$ cat src/rtl/npn_pkg.sv
// Shared definitions for the NPN truth-table sweeper and its companion checkers.
//   N_IN / TT_W   : AIG input count and truth-table width
//   state_e       : sweeper FSM states
//   IDENTITY_PERM : perm_sel value that routes minterm bit i to x_out[i]
//   is_perm()     : true when the four 2-bit selects name every input exactly once
package npn_pkg;

  localparam int unsigned N_IN   = 4;
  localparam int unsigned TT_W   = 16;
  localparam int unsigned IDX_W  = 4;
  localparam int unsigned SEL_W  = 2;
  localparam int unsigned PERM_W = N_IN * SEL_W;

  localparam logic [PERM_W-1:0] IDENTITY_PERM = 8'b11_10_01_00;

  typedef enum logic [1:0] {
    IDLE  = 2'd0,
    SWEEP = 2'd1,
    WAIT  = 2'd2,
    DONE  = 2'd3
  } state_e;

  // Mark each selected source; a permutation covers all four.
  function automatic logic is_perm(input logic [PERM_W-1:0] perm_sel);
    logic [N_IN-1:0] seen;
    seen = '0;
    for (int i = 0; i < int'(N_IN); i++) begin
      seen[perm_sel[SEL_W*i +: SEL_W]] = 1'b1;
    end
    return &seen;
  endfunction

endpackage

$ cat src/rtl/npn_input_xform.sv
// Combinational NPN input transform: minterm m -> AIG input vector.
//   m        : minterm index (bit j = minterm variable j)
//   neg      : per-output negation mask
//   perm_sel : perm_sel[2i+1:2i] selects the minterm bit routed to x_out[i]
//   x_out    : transformed AIG inputs
module npn_input_xform
  import npn_pkg::*;
(
  input  logic [N_IN-1:0]   m,
  input  logic [N_IN-1:0]   neg,
  input  logic [PERM_W-1:0] perm_sel,
  output logic [N_IN-1:0]   x_out
);

  always_comb begin
    x_out = '0;
    for (int i = 0; i < int'(N_IN); i++) begin
      x_out[i] = m[perm_sel[SEL_W*i +: SEL_W]] ^ neg[i];
    end
  end

endmodule

$ cat src/rtl/npn_tt_sweeper.sv
// Sweeps all 16 minterms of one NPN request through a 4-input AIG and
// captures its output into a truth table, then reports it over valid/ready.
//   clk, rst               : clock, synchronous active-high reset
//   start_valid/ready      : request handshake (ready only in IDLE)
//   neg, perm_sel, out_neg : NPN transform, captured on accept
//   expect_tt              : reference table, captured on accept
//   x_out / y_in           : AIG stimulus / AIG response
//   res_valid/ready        : result handshake
//   tt, match, perm_err    : captured table, tt==expect_tt, bad permutation
//   busy                   : FSM not in IDLE
module npn_tt_sweeper
  import npn_pkg::*;
#(
  parameter int unsigned SETTLE = 0
) (
  input  logic              clk,
  input  logic              rst,
  input  logic              start_valid,
  output logic              start_ready,
  input  logic [N_IN-1:0]   neg,
  input  logic [PERM_W-1:0] perm_sel,
  input  logic              out_neg,
  input  logic [TT_W-1:0]   expect_tt,
  output logic [N_IN-1:0]   x_out,
  input  logic              y_in,
  output logic              res_valid,
  input  logic              res_ready,
  output logic [TT_W-1:0]   tt,
  output logic              match,
  output logic              perm_err,
  output logic              busy
);

  localparam int unsigned CNT_W    = (SETTLE > 0) ? $clog2(SETTLE + 1) : 1;
  localparam bit          HAS_WAIT = (SETTLE != 0);
  localparam logic [IDX_W-1:0] IDX_LAST = IDX_W'(TT_W - 1);

  state_e state_q, state_d;

  logic [IDX_W-1:0]  idx_q, idx_d;
  logic [CNT_W-1:0]  cnt_q, cnt_d;
  logic [N_IN-1:0]   neg_q, neg_d;
  logic [PERM_W-1:0] perm_q, perm_d;
  logic              out_neg_q, out_neg_d;
  logic [TT_W-1:0]   exp_q, exp_d;
  logic [TT_W-1:0]   tt_d;
  logic              match_d, perm_err_d;
  logic [N_IN-1:0]   x_out_d;
  logic              start_ready_d, busy_d, res_valid_d;

  logic              accept_c;
  logic [N_IN-1:0]   xf_m_c, xf_neg_c, xf_x_c;
  logic [PERM_W-1:0] xf_perm_c;

  // start_ready is low for the first cycle after reset, so gate on it too.
  assign accept_c = (state_q == IDLE) && start_valid && start_ready;

  // On accept the transform uses the live request; during the sweep, the captured one.
  assign xf_m_c    = accept_c ? '0        : N_IN'(idx_q + IDX_W'(1));
  assign xf_neg_c  = accept_c ? neg       : neg_q;
  assign xf_perm_c = accept_c ? perm_sel  : perm_q;

  npn_input_xform u_xform (
    .m        (xf_m_c),
    .neg      (xf_neg_c),
    .perm_sel (xf_perm_c),
    .x_out    (xf_x_c)
  );

  // State register.
  always_ff @(posedge clk) begin
    if (rst) state_q <= IDLE;
    else     state_q <= state_d;
  end

  // Next-state logic.
  always_comb begin
    state_d = state_q;
    unique case (state_q)
      IDLE:  if (accept_c) state_d = HAS_WAIT ? WAIT : SWEEP;
      WAIT:  if (cnt_q == CNT_W'(1)) state_d = SWEEP;
      SWEEP: begin
        if (idx_q == IDX_LAST) state_d = DONE;
        else                   state_d = HAS_WAIT ? WAIT : SWEEP;
      end
      DONE:  if (res_ready) state_d = IDLE;
      default: state_d = IDLE;
    endcase
  end

  // Output / datapath next values.
  always_comb begin
    idx_d      = idx_q;
    cnt_d      = cnt_q;
    neg_d      = neg_q;
    perm_d     = perm_q;
    out_neg_d  = out_neg_q;
    exp_d      = exp_q;
    tt_d       = tt;
    match_d    = match;
    perm_err_d = perm_err;
    x_out_d    = x_out;

    unique case (state_q)
      IDLE: begin
        if (accept_c) begin
          neg_d      = neg;
          perm_d     = perm_sel;
          out_neg_d  = out_neg;
          exp_d      = expect_tt;
          idx_d      = '0;
          cnt_d      = CNT_W'(SETTLE);
          tt_d       = '0;
          match_d    = 1'b0;
          perm_err_d = 1'b0;
          x_out_d    = xf_x_c;
        end
      end
      WAIT: cnt_d = cnt_q - CNT_W'(1);
      SWEEP: begin
        tt_d[idx_q] = y_in ^ out_neg_q;
        if (idx_q == IDX_LAST) begin
          // Judge the completed table including the bit sampled this edge.
          match_d    = (tt_d == exp_q);
          perm_err_d = ~is_perm(perm_q);
        end else begin
          idx_d   = idx_q + IDX_W'(1);
          cnt_d   = CNT_W'(SETTLE);
          x_out_d = xf_x_c;
        end
      end
      default: ;
    endcase

    start_ready_d = (state_d == IDLE);
    busy_d        = (state_d != IDLE);
    res_valid_d   = (state_d == DONE);
  end

  // Datapath and registered outputs.
  always_ff @(posedge clk) begin
    if (rst) begin
      idx_q       <= '0;
      cnt_q       <= '0;
      neg_q       <= '0;
      perm_q      <= '0;
      out_neg_q   <= 1'b0;
      exp_q       <= '0;
      tt          <= '0;
      match       <= 1'b0;
      perm_err    <= 1'b0;
      x_out       <= '0;
      start_ready <= 1'b0;
      busy        <= 1'b0;
      res_valid   <= 1'b0;
    end else begin
      idx_q       <= idx_d;
      cnt_q       <= cnt_d;
      neg_q       <= neg_d;
      perm_q      <= perm_d;
      out_neg_q   <= out_neg_d;
      exp_q       <= exp_d;
      tt          <= tt_d;
      match       <= match_d;
      perm_err    <= perm_err_d;
      x_out       <= x_out_d;
      start_ready <= start_ready_d;
      busy        <= busy_d;
      res_valid   <= res_valid_d;
    end
  end

endmodule
$ cat config.mk
export PLATFORM = sky130hd
export DESIGN_NAME = npn_tt_sweeper
export DESIGN_NICKNAME = d
export VERILOG_FILES = /design/src/rtl/npn_pkg.sv /design/src/rtl/npn_input_xform.sv /design/src/rtl/npn_tt_sweeper.sv
export SDC_FILE = /design/constraint.sdc
export NUM_CORES = 1
export LEC_CHECK = 0
export BUFFER_PORTS_ARGS = -buffer_cell sky130_fd_sc_hd__buf_2
export CAP_MARGIN = 40
export CORE_MARGIN = 2
export CORE_UTILIZATION = 53
export CTS_BUF_LIST = sky130_fd_sc_hd__clkbuf_4 sky130_fd_sc_hd__clkbuf_8
export DETAILED_ROUTE_END_ITERATION = 12
export GPL_ROUTABILITY_DRIVEN = 0
export HOLD_SLACK_MARGIN = 0.05
export PLACE_DENSITY = 0.79
export SETUP_SLACK_MARGIN = 0.4
export SYNTH_ARGS = -nofsm -noshare
export SYNTH_HDL_FRONTEND = slang
export SYNTH_HIERARCHICAL = 1
export SYNTH_SLANG_ARGS = --single-unit
$ cat constraint.sdc
create_clock -name clk -period 2.5 [get_ports clk]
set_clock_uncertainty 0.2 [all_clocks]
set_input_delay 0.375 -clock clk [delete_from_list [all_inputs] [get_ports clk]]
set_output_delay 0.375 -clock clk [all_outputs]
set_load 0.01 [all_outputs]
# Yosys cells after proc, flatten, opt, wreduce, memory -nomap -nowiden
# Cells that the tools add are included.
# totals
regBits,61
wordCells,108
# op_classes
add_sub_neg,2
order_cmp,14
eq_ne,9
muxes,42
bitwise_logic,9
n_reduce_logical,18
# op_table
operator,count
16-bit case mux with 2 select lines,1
2-bit by 3-bit < comparator with 1-bit output (second input constant),8
4-bit 2-to-1 mux,6
16-bit bitwise mux,1
16-bit == test,1
16-bit 2-to-1 mux,1
4-bit case mux with 2 select lines,2
1-bit 2-to-1 mux,13
4-bit bitwise OR,3
3-bit AND reduction,3
1-bit binary-select mux with 2-bit select,4
1-bit demux with 2-bit select,4
2-bit by 1-bit greater-or-equal comparator with 1-bit output (second input constant),4
2-bit 2-to-1 mux,4
8-bit 2-to-1 mux,1
2-bit case mux with 4 select lines,1
1-bit logical AND,7
2-bit == test (second input constant),3
2-bit != test (second input constant),3
4-bit by 5-bit < comparator with 1-bit output (second input constant),1
1-bit XOR,5
4-bit by 1-bit adder with 4-bit output (second input constant),1
1-bit demux with 4-bit select,1
4-bit == test (second input constant),1
other kinds (11),15

# Depth between registers and ports, before layout
# depth
word_depth,11
depth_mapped,10
mapped_depth_nobuf,8

# Hierarchy
# The synthesis kept the hierarchy.
# by_module_without_submodules
mod,n_inst,cells_per_inst,area_each_um2,seq_area_each_um2
npn_tt_sweeper,1,449,3315.7,1221.2
npn_input_xform,1,8,125.1,0.0

# Worst setup path before layout
# OpenSTA, ideal clock, no wires.
# synth_timing
path_type,register to register
startpoint,register state_q[0]
endpoint,register x_out[0]
setup_ns,0.128
arrival_ns,2.185
required_time_ns,2.172
slack_ns,-0.013
path_stages_with_launch,11
n_path_buf,3
path_cell_list,dfxtp_1 > clkbuf_1 > nor3_1 > clkbuf_1 > clkbuf_1 > nand2_1 > nand2_1 > mux4_2 > xor2_1 > mux2i_1 > nor2_1
# synth_via
elab_chain_cells,9
# synth_lines
item,line_no,source
start: declaration,npn_tt_sweeper.sv:38,"state_e state_q, state_d;"
start signal: assignment,npn_tt_sweeper.sv:73,else state_q <= state_d;
2-bit zero test (*),npn_tt_sweeper.sv:56,assign accept_c = (state_q == IDLE) && start_valid && start_ready;
1-bit logical AND (*) (2 in series),npn_tt_sweeper.sv:56,
8-bit 2-to-1 mux (*),-,
via xf_perm_c[0],npn_tt_sweeper.sv:53,logic [PERM_W-1:0] xf_perm_c;
1-bit binary-select mux with 2-bit select (*),npn_input_xform.sv:18,x_out[i] = m[perm_sel[SEL_W*i +: SEL_W]] ^ neg[i];
1-bit 2-to-1 mux (implied by the code) (*),npn_input_xform.sv:18,
1-bit XOR (*),npn_input_xform.sv:18,
"4-bit 2-to-1 mux, on equally long branches","npn_tt_sweeper.sv:122, npn_tt_sweeper.sv:106",
4-bit case mux with 2 select lines (*),npn_tt_sweeper.sv:104,unique case (state_q)
via x_out_d[0],npn_tt_sweeper.sv:48,logic [N_IN-1:0] x_out_d;
end signal: assignment,npn_tt_sweeper.sv:166,x_out <= x_out_d;
end: declaration,npn_tt_sweeper.sv:24,"output logic [N_IN-1:0] x_out,"
# Mark *: on every way through the listed nets, which the timed path passes. The rest lies on a longest branch. The select of a mux whose other input is x is not followed.
# A chain may end at the register's enable or synchronous reset.

# Final worst setup path
# layout_timing
startpoint,register idx_q[3]
endpoint,register match
# layout_via
elab_chain_cells,8
# layout_lines
item,line_no,source
start: declaration,npn_tt_sweeper.sv:40,"logic [IDX_W-1:0] idx_q, idx_d;"
start signal: assignment,npn_tt_sweeper.sv:157,idx_q <= idx_d;
4-bit by 5-bit < comparator with 1-bit output (implied by the code) / 4-bit by 1-bit greater-or-equal comparator with 1-bit output (equally long branches),npn_tt_sweeper.sv:121,tt_d[idx_q] = y_in ^ out_neg_q;
1-bit logical AND (implied by the code),npn_tt_sweeper.sv:121,
1-bit 2-to-1 mux (implied by the code),npn_tt_sweeper.sv:121,
1-bit demux with 4-bit select,npn_tt_sweeper.sv:121,
16-bit bitwise mux,npn_tt_sweeper.sv:121,
16-bit == test,npn_tt_sweeper.sv:124,match_d = (tt_d == exp_q);
1-bit 2-to-1 mux,npn_tt_sweeper.sv:122,if (idx_q == IDX_LAST) begin
1-bit case mux with 2 select lines,npn_tt_sweeper.sv:104,
end signal: assignment,npn_tt_sweeper.sv:164,match <= match_d;
end: declaration,npn_tt_sweeper.sv:29,"output logic match,"
# Several ways; a longest one is shown, not always the timed one. The select of a mux whose other input is x is not followed.

==> impl_summary.log <==
INFO  metric global_route.usage.total = 0.300
INFO  metric instance_count_of_the_mapped_netlist = 457
INFO  metric ctsRootBufferMaster = clkbuf_8
INFO  metric port_buf_inserts = 58
INFO  metric wire_per_inst = roughly 17 um
INFO  metric ys.flop_type = dfxtp_1
INFO  metric worst_skew_pair.late_latency = approximately 0.35 ns
INFO  metric finalMaxSlewViolations = 0
INFO  metric stdcell_count = 612
INFO  metric netSwitchingPower = 0.000661 W
INFO  metric post-route-period-util = 0.924
INFO  metric layout_commonest_cell = nand2_1
INFO  metric critPathMaxFanout = 11
INFO  metric postSynthAreaPerCell = 7.53 um2
INFO  metric worst_slew_margin_rel = 0.581
INFO  metric timing.final.crit_period = approximately 2.3 ns
INFO  metric synth-async-reset-ratio = 0
INFO  metric number_of_placed_i_o_pins = 59
INFO  metric top_library_cells_by_usage_in_the_layout_fill_and_taps_aside = nand2_1, a21oi_1, buf_2
INFO  metric die_y = 84.6 um
INFO  metric worst_pin_slew = between 0.6 and 0.7 ns
INFO  metric ctsLongestPathBuffers = 2
INFO  metric fillerInstances = 508
INFO  metric ys_ff_latch = 61
INFO  metric floorplan.core_area = roughly 0.0063 mm2
INFO  metric clock.fmax = 0.433 GHz
INFO  metric floorplan.initialDensity = 0.545
INFO  metric cts.sinks = 61
INFO  metric hpwlAfterDp = slightly below 7 mm
INFO  metric detail_route.first_pass.iterations = 9
INFO  metric power_report.internal_total = 0.00176 W
INFO  metric clock_slew_seen_by_the_registers_of_the_worst_setup_and_hold_paths = 0.07 ns
INFO  metric run_status = finished clean
INFO  metric cts_tree = yes
INFO  metric grt_max_degree = 62
INFO  metric routed-via-count = between 3000 and 4000
INFO  metric synth.net_count = 495
INFO  metric timing.final.setup_violations = 0
INFO  metric clock_power_share = 0.393
INFO  metric crit_required = 2.56 ns
INFO  metric cts_inserted_buffers = 9
INFO  metric power.share.switching = 0.273
INFO  metric drt_wl_total = 10.6 mm
INFO  metric drtIter0Drc = roughly 640
INFO  metric worst_setup_path_start_kind = flip-flop
INFO  metric drive_gt1_frac = 0.299
INFO  metric ctsHoldBuffers = 0
INFO  metric timing.critical_path.to_type = flip-flop
INFO  metric first_global_vias = 3545
INFO  metric die_outline_area = around 0.007 mm2
INFO  metric postRouteAntennaNets = 0
INFO  metric syn-cell-area = 0.00344 mm2
INFO  metric die_width = 84.6 um
INFO  metric grt_overflow = 0
INFO  metric syn_to_final_growth = 28.7%
INFO  metric worst_hold_path_type = input pin to flip-flop
INFO  metric place_inst = about 600
INFO  metric setup.worst_path.class = flip-flop to flip-flop
INFO  metric power.static_leakage = 1.78 nW
INFO  metric grt_pass1_wl = roughly 17 mm
INFO  metric sequential_fraction_of_design_power = 0.433
INFO  metric finalHoldViolations = 0
INFO  metric p_comb_frac = 0.174
INFO  metric setup-tns-final = 0 ns
INFO  metric synth_edf_count = 0
INFO  metric insertedDiodeCount = 0
INFO  metric yosys_warnings = 6
INFO  metric grt_antenna_before_repair = 0
INFO  metric totalPowerFinal = 0.00242 W
INFO  metric rows = 29
INFO  metric synth-seq-area-share = 0.355
INFO  metric nets_final = 569
INFO  metric routed_via_density = between 6 and 7
INFO  metric rsz0062_at_grt = true
INFO  metric max-cap-violations = 0
INFO  metric drc_markers = 0
INFO  metric critPathArrivalTime = roughly 2.4 ns
INFO  metric irDropWorstVdd = roughly 370 uV
INFO  metric hold_slack = 0.0611 ns
INFO  metric h-tree-depth = 3
INFO  metric synth_cell_type_count = 47
INFO  metric power.density_cell_area = 547 mW/mm2
[Yosys cell counts (8+ instances only)]
cell type / instances / area (um2)
nand2b_1: 17 / 106
o21ai_0: 28 / 140
a21oi_1: 63 / 315
nand3_1: 17 / 85.1
nor2_1: 31 / 116
nor2b_1: 10 / 62.6
clkbuf_1: 26 / 97.6
xnor2_1: 8 / 70.1
nand2_1: 85 / 319
xor2_1: 8 / 70.1
inv_1: 11 / 41.3
mux2i_1: 8 / 80.1
dfxtp_1: 61 / 1220
[what timing repair did]
action                     CTS  global route
pin swaps                    9             2
resized for setup           30             4
setup endpoints to repair    6             9
setup buffers               13             0
cloned                       1             0
[final cells by class]
| class | instances | area (um2) | area share |
|---|---|---|---|
| flip-flops and latches | 61 | 1240 | 0.281 |
| repair buffers | 95 | 621 | 0.140 |
| inverters | 11 | 43.8 | 0.00989 |
| clock buffers | 14 | 180 | 0.0407 |
| well taps | 77 | 96.3 | 0.0218 |
| multi-input cells | 353 | 2210 | 0.500 |
| clock inverters | 1 | 30.0 | 0.00678 |
[metrics by stage]
step	setup slack (ns)	util	cell area, um2
after global placement	0.161	0.632	3990
final	0.191	0.701	4430
after floorplan	0.339	-	3620
after CTS	0.220	0.699	4420
after global routing	0.0620	0.701	4430
after detailed placement	0.101	0.632	3990
[cells by family after synthesis]
group | Yosys count | share of synthesized area
AND/OR/NAND/NOR | 194 | 0.271
AO/OA/AOI/OAI | 125 | 0.211
flip-flops | 61 | 0.355
buffers and inverters | 43 | 0.0509
XOR/XNOR | 17 | 0.0455
multiplexers | 13 | 0.0527
adder cells (fa/ha/maj) | 4 | 0.0145
[power by group through the flow]
stage / clock, W / sequential, W / combinational (W)
6_report: 0.000952 / 0.00105 / 0.000420
5_1_grt: 0.000997 / 0.00105 / 0.000454
4_1_cts: 0.000945 / 0.00105 / 0.000407
3_5_place_dp: 0 / 0.00107 / 0.000364
3_3_place_gp: 0 / 0.00107 / 0.000356
2_1_floorplan: 0 / 0.00106 / 0.000256
[worst paths after layout]
path                      from        to  slack [ns]  depth (start not counted)
setup / recovery      idx_q[3]     match        0.19                          7
hold / removal    expect_tt[8]  exp_q[8]        0.06                          3
setup reg to reg      idx_q[3]     match        0.19                          7
hold reg to reg       neg_q[3]  neg_q[3]        0.27                          2
[critical path: stages (launching register included)]
cell and delay, ns:
dfxtp_2 0.39, buf_4 0.21, nand3b_1 0.11, mux2i_1 0.20, xor2_1 0.27, nand4_4 0.11, or4_1 0.51, o31ai_1 0.21
[registers in the layout (all words and copies together) (netlist names)]
register     flops
exp_q           16
match            1
x_out            4
res_valid        1
perm_err         1
out_neg_q        1
cnt_q            1
idx_q            4
state_q          2
tt              16
busy             1
neg_q            4
perm_q           8
start_ready      1
[per-layer routing]
metal | up-vias | global-route usage | wire length [um]
li1 | 1753 | - | -
met1 | 1754 | 0.417 | 4310
met2 | 249 | 0.449 | 4870
met3 | 33 | 0.0708 | 1160
met4 | 0 | 0.124 | 235
met5 | - | 0 | 0
(Power assumes the default switching activity.)
